[src/rtl/axi_lite_pkg.sv]
// Shared types and helpers for the AXI4-Lite register slave.
// Holds the response encoding and the byte-lane merge used on register writes.
package axi_lite_pkg;

  typedef enum logic [1:0] {
    OKAY   = 2'b00,
    EXOKAY = 2'b01,
    SLVERR = 2'b10,
    DECERR = 2'b11
  } resp_t;

  localparam int BYTES_PER_WORD = 4;

  // Replace only the byte lanes whose strobe bit is set.
  function automatic logic [31:0] byte_merge(input logic [31:0]               old,
                                             input logic [31:0]               data,
                                             input logic [BYTES_PER_WORD-1:0] strb);
    logic [31:0] res;
    res = old;
    for (int i = 0; i < BYTES_PER_WORD; i++) begin
      if (strb[i]) res[8*i +: 8] = data[8*i +: 8];
    end
    return res;
  endfunction

endpackage

[src/rtl/axi_lite_addr_decode.sv]
// Byte address to register index decode for the AXI4-Lite register slave.
// The offset wraps modulo 2^32, so addresses below BASE_ADDR land far out of range.
module axi_lite_addr_decode
  import axi_lite_pkg::*;
#(
  parameter int          NUM_REGS  = 16,
  parameter logic [31:0] BASE_ADDR = 32'h0000_0000,
  localparam int         IDX_W     = (NUM_REGS > 1) ? $clog2(NUM_REGS) : 1
) (
  input  logic [31:0]      addr,
  output logic             hit,
  output logic [IDX_W-1:0] index
);

  logic [31:0] off;

  assign off   = addr - BASE_ADDR;
  assign hit   = (off[1:0] == 2'b00) && ({2'b00, off[31:2]} < 32'(NUM_REGS));
  assign index = off[IDX_W+1:2];

endmodule

[src/rtl/axi_lite_reg_slave.sv]
// AXI4-Lite slave exposing NUM_REGS 32-bit read/write control registers.
// Write and read channels are fully independent; every output is a flop.
module axi_lite_reg_slave
  import axi_lite_pkg::*;
#(
  parameter int          NUM_REGS  = 16,
  parameter logic [31:0] BASE_ADDR = 32'h0000_0000,
  parameter logic [31:0] RESET_VAL = 32'h0000_0000
) (
  input  logic                     aclk,
  input  logic                     aresetn,
  input  logic [31:0]              awaddr,
  input  logic [2:0]               awprot,
  input  logic                     awvalid,
  output logic                     awready,
  input  logic [31:0]              wdata,
  input  logic [3:0]               wstrb,
  input  logic                     wvalid,
  output logic                     wready,
  output logic [1:0]               bresp,
  output logic                     bvalid,
  input  logic                     bready,
  input  logic [31:0]              araddr,
  input  logic [2:0]               arprot,
  input  logic                     arvalid,
  output logic                     arready,
  output logic [31:0]              rdata,
  output logic [1:0]               rresp,
  output logic                     rvalid,
  input  logic                     rready,
  output logic [NUM_REGS*32-1:0]   reg_q,
  output logic [NUM_REGS-1:0]      wr_pulse
);

  localparam int IDX_W = (NUM_REGS > 1) ? $clog2(NUM_REGS) : 1;

  // Handshake rule on every channel: a beat transfers on the rising edge where
  // valid && ready are both high; a raised valid holds its payload until then.

  logic              unused_prot;
  logic [31:0]       regs [NUM_REGS];
  logic              aw_held, w_held, aw_held_n, w_held_n, bvalid_n, rvalid_n;
  logic [31:0]       aw_addr_q, w_data_q;
  logic [3:0]        w_strb_q;
  logic              aw_hs, w_hs, b_hs, ar_hs, r_hs, commit;
  logic              wr_hit, rd_hit;
  logic [IDX_W-1:0]  wr_idx, rd_idx;

  assign unused_prot = ^{awprot, arprot};

  assign aw_hs  = awvalid && awready;
  assign w_hs   = wvalid && wready;
  assign b_hs   = bvalid && bready;
  assign ar_hs  = arvalid && arready;
  assign r_hs   = rvalid && rready;
  assign commit = aw_held && w_held;

  axi_lite_addr_decode #(.NUM_REGS(NUM_REGS), .BASE_ADDR(BASE_ADDR)) u_wr_decode (
    .addr  (aw_addr_q),
    .hit   (wr_hit),
    .index (wr_idx)
  );

  axi_lite_addr_decode #(.NUM_REGS(NUM_REGS), .BASE_ADDR(BASE_ADDR)) u_rd_decode (
    .addr  (araddr),
    .hit   (rd_hit),
    .index (rd_idx)
  );

  // Commit only happens with bvalid low, since both flags need open readys to fill.
  always_comb begin
    aw_held_n = aw_held;
    w_held_n  = w_held;
    bvalid_n  = bvalid;
    if (commit) begin
      aw_held_n = 1'b0;
      w_held_n  = 1'b0;
      bvalid_n  = 1'b1;
    end else begin
      if (aw_hs) aw_held_n = 1'b1;
      if (w_hs)  w_held_n  = 1'b1;
      if (b_hs)  bvalid_n  = 1'b0;
    end
  end

  always_comb begin
    rvalid_n = rvalid;
    if (ar_hs)     rvalid_n = 1'b1;
    else if (r_hs) rvalid_n = 1'b0;
  end

  always_ff @(posedge aclk or negedge aresetn) begin
    if (!aresetn) begin
      aw_held   <= 1'b0;
      w_held    <= 1'b0;
      awready   <= 1'b0;
      wready    <= 1'b0;
      bvalid    <= 1'b0;
      bresp     <= 2'b00;
      aw_addr_q <= '0;
      w_data_q  <= '0;
      w_strb_q  <= '0;
    end else begin
      aw_held <= aw_held_n;
      w_held  <= w_held_n;
      bvalid  <= bvalid_n;
      awready <= !aw_held_n && !bvalid_n;
      wready  <= !w_held_n && !bvalid_n;
      if (aw_hs) aw_addr_q <= awaddr;
      if (w_hs) begin
        w_data_q <= wdata;
        w_strb_q <= wstrb;
      end
      if (commit) bresp <= wr_hit ? OKAY : SLVERR;
    end
  end

  always_ff @(posedge aclk or negedge aresetn) begin
    if (!aresetn) begin
      for (int i = 0; i < NUM_REGS; i++) regs[i] <= RESET_VAL;
      wr_pulse <= '0;
    end else begin
      wr_pulse <= '0;
      if (commit && wr_hit) begin
        regs[wr_idx]     <= byte_merge(regs[wr_idx], w_data_q, w_strb_q);
        wr_pulse[wr_idx] <= 1'b1;
      end
    end
  end

  // Read data is sampled at the AR edge, so a coincident commit is not visible yet.
  always_ff @(posedge aclk or negedge aresetn) begin
    if (!aresetn) begin
      rvalid  <= 1'b0;
      arready <= 1'b0;
      rdata   <= '0;
      rresp   <= 2'b00;
    end else begin
      rvalid  <= rvalid_n;
      arready <= !rvalid_n;
      if (ar_hs) begin
        rdata <= rd_hit ? regs[rd_idx] : '0;
        rresp <= rd_hit ? OKAY : SLVERR;
      end
    end
  end

  for (genvar i = 0; i < NUM_REGS; i++) begin : g_reg_q
    assign reg_q[32*i +: 32] = regs[i];
  end

endmodule

[config.mk]
export PLATFORM = sky130hd
export DESIGN_NAME = axi_lite_reg_slave
export DESIGN_NICKNAME = d
export VERILOG_FILES = /design/src/rtl/axi_lite_pkg.sv /design/src/rtl/axi_lite_addr_decode.sv /design/src/rtl/axi_lite_reg_slave.sv
export SDC_FILE = /design/constraint.sdc
export NUM_CORES = 1
export LEC_CHECK = 0
export BUFFER_PORTS_ARGS = -buffer_cell sky130_fd_sc_hd__buf_2
export CORE_AREA = 3 3 265 267
export CTS_CLUSTER_SIZE = 30
export DETAILED_ROUTE_END_ITERATION = 7
export DIE_AREA = 0 0 268 270
export PLACE_DENSITY = 0.78
export SLEW_MARGIN = 5
export SYNTH_ARGS = -nofsm -noshare
export SYNTH_HDL_FRONTEND = slang
export SYNTH_SLANG_ARGS = --single-unit
[constraint.sdc]
create_clock -name aclk -period 3.73 [get_ports aclk]
set_clock_uncertainty 0.1 [all_clocks]
set_input_delay 0 -clock aclk [delete_from_list [all_inputs] [get_ports aclk]]
set_output_delay 0 -clock aclk [all_outputs]
set_load 0.02 [all_outputs]
== Word-level counts from Yosys, hierarchy flattened ==
Index checks and enable logic that the tools add are counted.
Storage, ports and cells
  bits in registers: 639
  bits of input ports: 113
  output and inout port bits: 569
  logic and storage cells: 89
Cells by class
  order comparisons: 7
  multiplexer cells: 31
  bitwise operators: 2
  reduce and logical (&&, ||, !) cells: 19
Operator list (count)
  $bwmux 512: 1
  $bmux 32 s4: 2
  $mux 32: 6
  $demux 32 s4: 1
  $mux 8: 8
  $lt 30x5->1 const B: 2
  $mux 16: 1
  $logic_and 1x1->1: 13
  $ge 5x5->1 const B: 2
  $not 4->5: 2
  $mux 1: 9
  $lt 4x5->1 const B: 1
  $lt 5x1->1 const B: 1
  $demux 1 s4: 1
  $ge 4x1->1 const B: 1
  $logic_not 1->1: 4
  $logic_not 2->1: 2
  $mux 2: 2

== Depth between registers and ports, before layout ==
  depth after elaboration: 7
  mapped depth: 11
  mapped depth without buffers: 5

== Cells and area by module ==
From an unflattened synthesis, not the netlist that was laid out.
Unflattened totals
  cells, all modules: 2929
  area total of the unflattened synthesis: 32074.5 um^2
Modules (own cells, without submodules)
  axi_lite_reg_slave: times used 1, cells each 2901, area an instance 31884.3 um^2, sequential area each 15940.3 um^2
  axi_lite_addr_decode: times used 2, cells each 14, area an instance 95.1 um^2, sequential area each 0.0 um^2

== Worst setup path before layout ==
OpenSTA, ideal clock, no wires.
  path type: register -> register
  from: reg aw_addr_q[2]
  to: reg regs, in the netlist reg_q[126]
  library setup time: 125 ps
  arrival: 2370 ps
  required time: 3505 ps
  path slack: 1135 ps
  stages on the path, launching flop included: 12
  path buffers: 6
  period minus slack after synthesis: 2595 ps
  path through: dfrtp_1 > buf_6 > buf_6 > buf_6 > buf_6 > buf_6 > buf_2 > mux2i_1 > o22ai_1 > a211o_1 > mux2_4 > mux2_4
On the way
  cells in the longest elaborated chain, start to end: 7
  elaborated cells between the ends (all ways): 15
  those cells by class: order compare: 3; mux: 8; bitwise: 1; reduce/logical: 3
RTL lines
  start: declaration: RTL line axi_lite_reg_slave.sv:43  | logic [31:0] aw_addr_q, w_data_q;
  start signal: assignment: RTL line axi_lite_reg_slave.sv:109  | if (aw_hs) aw_addr_q <= awaddr;
  $not 4->5 (not written as such): RTL line axi_lite_reg_slave.sv:125  | regs[wr_idx] <= byte_merge(regs[wr_idx], w_data_q, w_strb_q);
  $bmux 32 s4: RTL line axi_lite_reg_slave.sv:125
  $mux 32 (not written as such) (2 in series): RTL line axi_lite_reg_slave.sv:125
  $mux 8: RTL line axi_lite_pkg.sv:21  | if (strb[i]) res[8*i +: 8] = data[8*i +: 8];
  $mux 8: RTL line axi_lite_reg_slave.sv:124  | if (commit && wr_hit) begin
  $bwmux 512: RTL line axi_lite_reg_slave.sv:125
  end signal: indexed assignment: RTL line axi_lite_reg_slave.sv:125
  end: declaration: RTL line axi_lite_reg_slave.sv:41  | logic [31:0] regs [NUM_REGS];
Several ways; a longest one is shown, not always the timed one. The select of a mux whose other input is x is not followed.
A chain may end at the register's enable or synchronous reset.

== Worst setup path after layout ==
  from: in araddr[10]
  to: reg rdata[27]
On the way
  cells in the longest elaborated chain, start to end: 3
RTL lines
  start: declaration: RTL line axi_lite_reg_slave.sv:23  | input logic [31:0] araddr,
  $lt 30x5->1: RTL line axi_lite_addr_decode.sv:18  | assign hit = (off[1:0] == 2'b00) && ({2'b00, off[31:2]} < 32'(NUM_REGS));
  $logic_and 1x1->1: RTL line axi_lite_addr_decode.sv:18
  $mux 32: RTL line axi_lite_reg_slave.sv:142  | rdata <= rd_hit ? regs[rd_idx] : '0;
  end signal: assignment: RTL line axi_lite_reg_slave.sv:142
  end: declaration: RTL line axi_lite_reg_slave.sv:27  | output logic [31:0] rdata,
Every way passes these cells.

==> results.md <==
- The flow ran to the end, and the final reports show no timing, DRC or antenna violations.
- Final hold analysis gives a worst-case slack of 7.855 ps.
- In this run, synthesis inferred 0 flip-flops with an integrated enable.
- Each instance of the synthesized netlist takes up on average 13.48 um^2.
- The core region is 68350 um^2.
- For this run, the slowest stage of the critical path takes 1250 ps.
- The maximum number of buffers from clock root to sink is 3.
- The final worst-path cycle share is 93.18%.
- The via count of the first global-routing pass is 26740.
- The total routing resource utilization after global routing is 35.28%.
- Data arrives at the worst endpoint at 3910 ps.
- Subtracting the final worst setup slack from the clock period gives 3476 ps.
- The worst min-delay path category is in -> async.
- The sum of overflow across all layers after global routing is 0.
- The maximum vdd ir drop is 0.5649 mV.
- For this run, the number of Yosys warnings is 0.
- The maximum fanout count along the critical path is 12.
- The initial utilization of the core area, before any placement, comes to 46.92%.
- The CTS tree is yes.
- The count of final max-slew check failures is 0.
- The buffer and inverter count on the worst path is 5.
- After synthesis, the cell types taking the most area are dfrtp_1 (50%), mux2_2 (14%), mux4_2 (11%), mux2i_1 (5.8%), mux2_4 (2.6%).
- The met3 routing resource usage after global routing is 12.20%.
- The first global-routing pass estimated 187000 um of wire.
- Adding up every negative setup slack in the final design gives 0 ps.
- The final layout contains 3218 nets.
- The global routing stage identified its most utilized layer as met2.
- Counting every instance in the synthesized netlist gives 2379.
- Cells with a size suffix above 1 make up 48.18% of the layout.
- The floorplan row count is 96.
- The count of cell types in the netlist is 46.
- The initial antenna violation count came to 3.
- Compared with the post-synthesis result, the final layout area differs by 24.17%.
- The number of levels the H-tree was split into is 3.
- Clock-pin slew was measured on the worst setup and hold paths at 60 ps.
- The cell total after placement is 3835.
- The setup slack after placement is 553.0 ps.
- For the worst setup path, the data required time is 4170 ps.
- The clock sink total is 637.
- The worst setup path is captured at a flip-flop.
- In the final routed layout, each cell accounts on average for 31.86 um.
- In the synthesized netlist the async set-or-reset flop fraction comes to 100.0%.
- Walking the worst path, the cells encountered are dlygate4sd3_1 -> buf_2 -> nor4_1 -> dlygate4sd3_1 -> nand4_1 -> dlygate4sd3_1 -> nor2_4 -> dlygate4sd3_1 -> a22o_1.
- The critical path in this run is classified as in -> reg.
- The starting DRC count in detailed routing is 3131.
- Leaving out filler cells and counting taps, the final layout contains 4041.
- The congestion estimate from routability-driven global placement came to 0.8992.
- In this design, the critical path's most frequently occurring cell is dlygate4sd3_1.
- The leakage power total is 20.35 nW.
- After synthesis, flip-flops and latches occupy 49.71% of the total area.
- TritonCTS created 69 clock buffers.
- The worst setup path is launched from an input pin.
- The sum of routed wire length over all layers is 128700 um.
- Across all register-to-register paths, the minimum setup slack is 280 ps.
- The headroom to the max-slew limit is 12.95%.
- In the routed layout, each cell is associated on average with a via count of 6.522.
- In this run the post-CTS setup repair buffer count came out at 0.
- The number of vias in the routed layout is 26360.
- The achievable clock frequency is 287.7 MHz.
- In this run the horizontal extent of the chip is 268 um.
- The final count of hold timing violations is 0.
- The count of nets left with antenna violations once routing finished came out at 0.
- At the pin with the least slew margin, the transition time is 1303 ps.
- Clock tree synthesis selected as its root buffer the cell clkbuf_16.
- Global routing consumed, on the met1 layer, 43.33% of the routing resources.
- The layout filler cell count is 5309.
- The share of Yosys cell area claimed by the top area cell type is 49.71%.
- Input and output buffers added on the ports amount to 673.
- The source-to-sink clock delay at the later pin of the worst-skew pair is 610 ps.
- Summed over all nets, the half-perimeter wirelength after detailed placement is 84270 um.
- The power density relative to cell area is 530.1 nW/um^2.
- In the global route stage, met2 resource usage came out at 54.53%.
- The least setup slack across all paths after layout is 254.2 ps.
- 682 I/O pins were placed.
- The post-synthesis cell type with the largest combined area is dfrtp_1.
- Setup violations remaining at the end of the flow were counted as 0.
- The first detailed-routing pass took 5 iterations.
- In this run, synthesis produced a sequential element count of 637.
- Entering global routing, the biggest net connects 111 pins.
- Across the run, the number of max-cap violations was 0.
- The floorplan step set the die height to 270 um.
- At the end of the flow the core is filled with cells to 58.26%.
- The kind of cell adding the most delay to the critical path is buffers and inverters.
- For this run, design rule violations remaining after detail routing come to 0.
- The largest individual stage delay along the critical path comes from the cell dlygate4sd3_1.
- Setup repair after global routing left no endpoint under its margin.
- The overall die area is 72360 um^2.
- In the synthesized netlist the dominant register cell turns out to be dfrtp_1.
- After synthesis the cells add up to 32070 um^2.
==> area by class of cell <==
cell class | instances | area [um^2] | area share (%)
diodes | 2 | 5.005 | 0.01257
clock buffers | 100 | 1984 | 4.984
clock inverters | 23 | 367.9 | 0.9238
inverters | 15 | 56.30 | 0.1414
multi-input cells | 1531 | 15220 | 38.22
flip-flops and latches | 637 | 15950 | 40.06
well taps | 882 | 1104 | 2.771
repair buffers | 851 | 5134 | 12.89
==> where the power goes <==
group	internal [mW]	switching, mW
registers	7.33	0.592
logic	2.17	3.87
clock network	4.23	2.93
total	13.7	7.39
==> metal layers <==
| layer | vias up | wire, um |
|---|---|---|
| li1 | 10460 | - |
| met1 | 13380 | 45640 |
| met2 | 2008 | 58920 |
| met3 | 514 | 15770 |
| met4 | 0 | 8412 |
| met5 | - | 0 |
==> flip-flops by register name, summed over array words and instances, names as in the netlist <==
| name | cells |
|---|---|
| w_data_q | 32 |
| w_held | 1 |
| rresp | 1 |
| wr_pulse | 16 |
| aw_addr_q | 32 |
| bvalid | 1 |
| arready | 1 |
| wready | 1 |
| awready | 1 |
| rdata | 32 |
| bresp | 1 |
| w_strb_q | 4 |
| aw_held | 1 |
| reg_q | 512 |
| rvalid | 1 |
==> timing repair <==
action	4_1_cts	5_1_grt
hold endpoints to repair	218	0
hold buffers	81	0
resized for setup	0	0
==> layout by cell type, fill, tap and decap left out, types with 4 or more instances in the layout <==
| cell type | n |
|---|---|
| buf_2 | 670 |
| dfrtp_1 | 633 |
| mux2_2 | 396 |
| nand2_1 | 187 |
| mux2i_1 | 185 |
| mux4_2 | 160 |
| o21ai_0 | 159 |
| dlygate4sd3_1 | 81 |
| buf_4 | 81 |
| o22ai_1 | 78 |
| clkbuf_16 | 70 |
| a22oi_1 | 62 |
| mux2_4 | 56 |
| a22o_1 | 32 |
| mux2_1 | 30 |
| nor2_1 | 21 |
| a21oi_1 | 19 |
| nand2b_1 | 18 |
| a2bb2oi_1 | 18 |
| a211o_1 | 18 |
| clkbuf_1 | 18 |
| buf_12 | 16 |
| o41a_1 | 14 |
| clkbuf_8 | 12 |
| nor4_1 | 11 |
| nor3_1 | 10 |
| inv_1 | 8 |
| nor3_4 | 8 |
| bufinv_16 | 7 |
| nand4_1 | 6 |
| clkinv_2 | 6 |
| nor2b_1 | 5 |
| clkinv_1 | 5 |
| nand4_2 | 4 |
==> metrics by stage <==
stage / power (mW) / cell area (um^2)
2_1_floorplan: 11.67 / 32070
3_3_place_gp: 13.67 / 36650
3_5_place_dp: 13.75 / 36650
4_1_cts: 20.97 / 39810
5_1_grt: 21.75 / 39820
6_report: 21.11 / 39820
==> final timing paths <==
check                                    from      endpoint  depth (start not counted)
worst max-delay path               araddr[10]     rdata[27]                          9
max in group asynchronous             aresetn  w_data_q[22]                          4
worst min-delay path                  aresetn    reg_q[324]                          2
worst max register to register  aw_addr_q[29]     reg_q[45]                          6
worst min register to register      rdata[13]     rdata[13]                          1
min in group aclk                   wdata[25]  w_data_q[25]                          3
==> kinds of logic (layout without fill, tap and decap cells) <==
group,count (synthesis),in the layout,share of synthesized area (%)
simple gates,298,298,4.381
compound gates,404,404,8.189
other cells,1,4,0.01169
flops,637,637,49.71
mux,827,827,34.59
buf+inv,212,989,3.121
==> synthesized netlist by cell type (all sizes together), types with 24 or more instances <==
cell type	number
dfrtp	637
o21ai	159
a22oi	62
nand2	189
a22o	32
clkbuf	93
nor2	24
mux2i	185
o22ai	78
mux2	482
mux4	160
buf	104
Note: power is estimated with default switching activity, not from simulation.
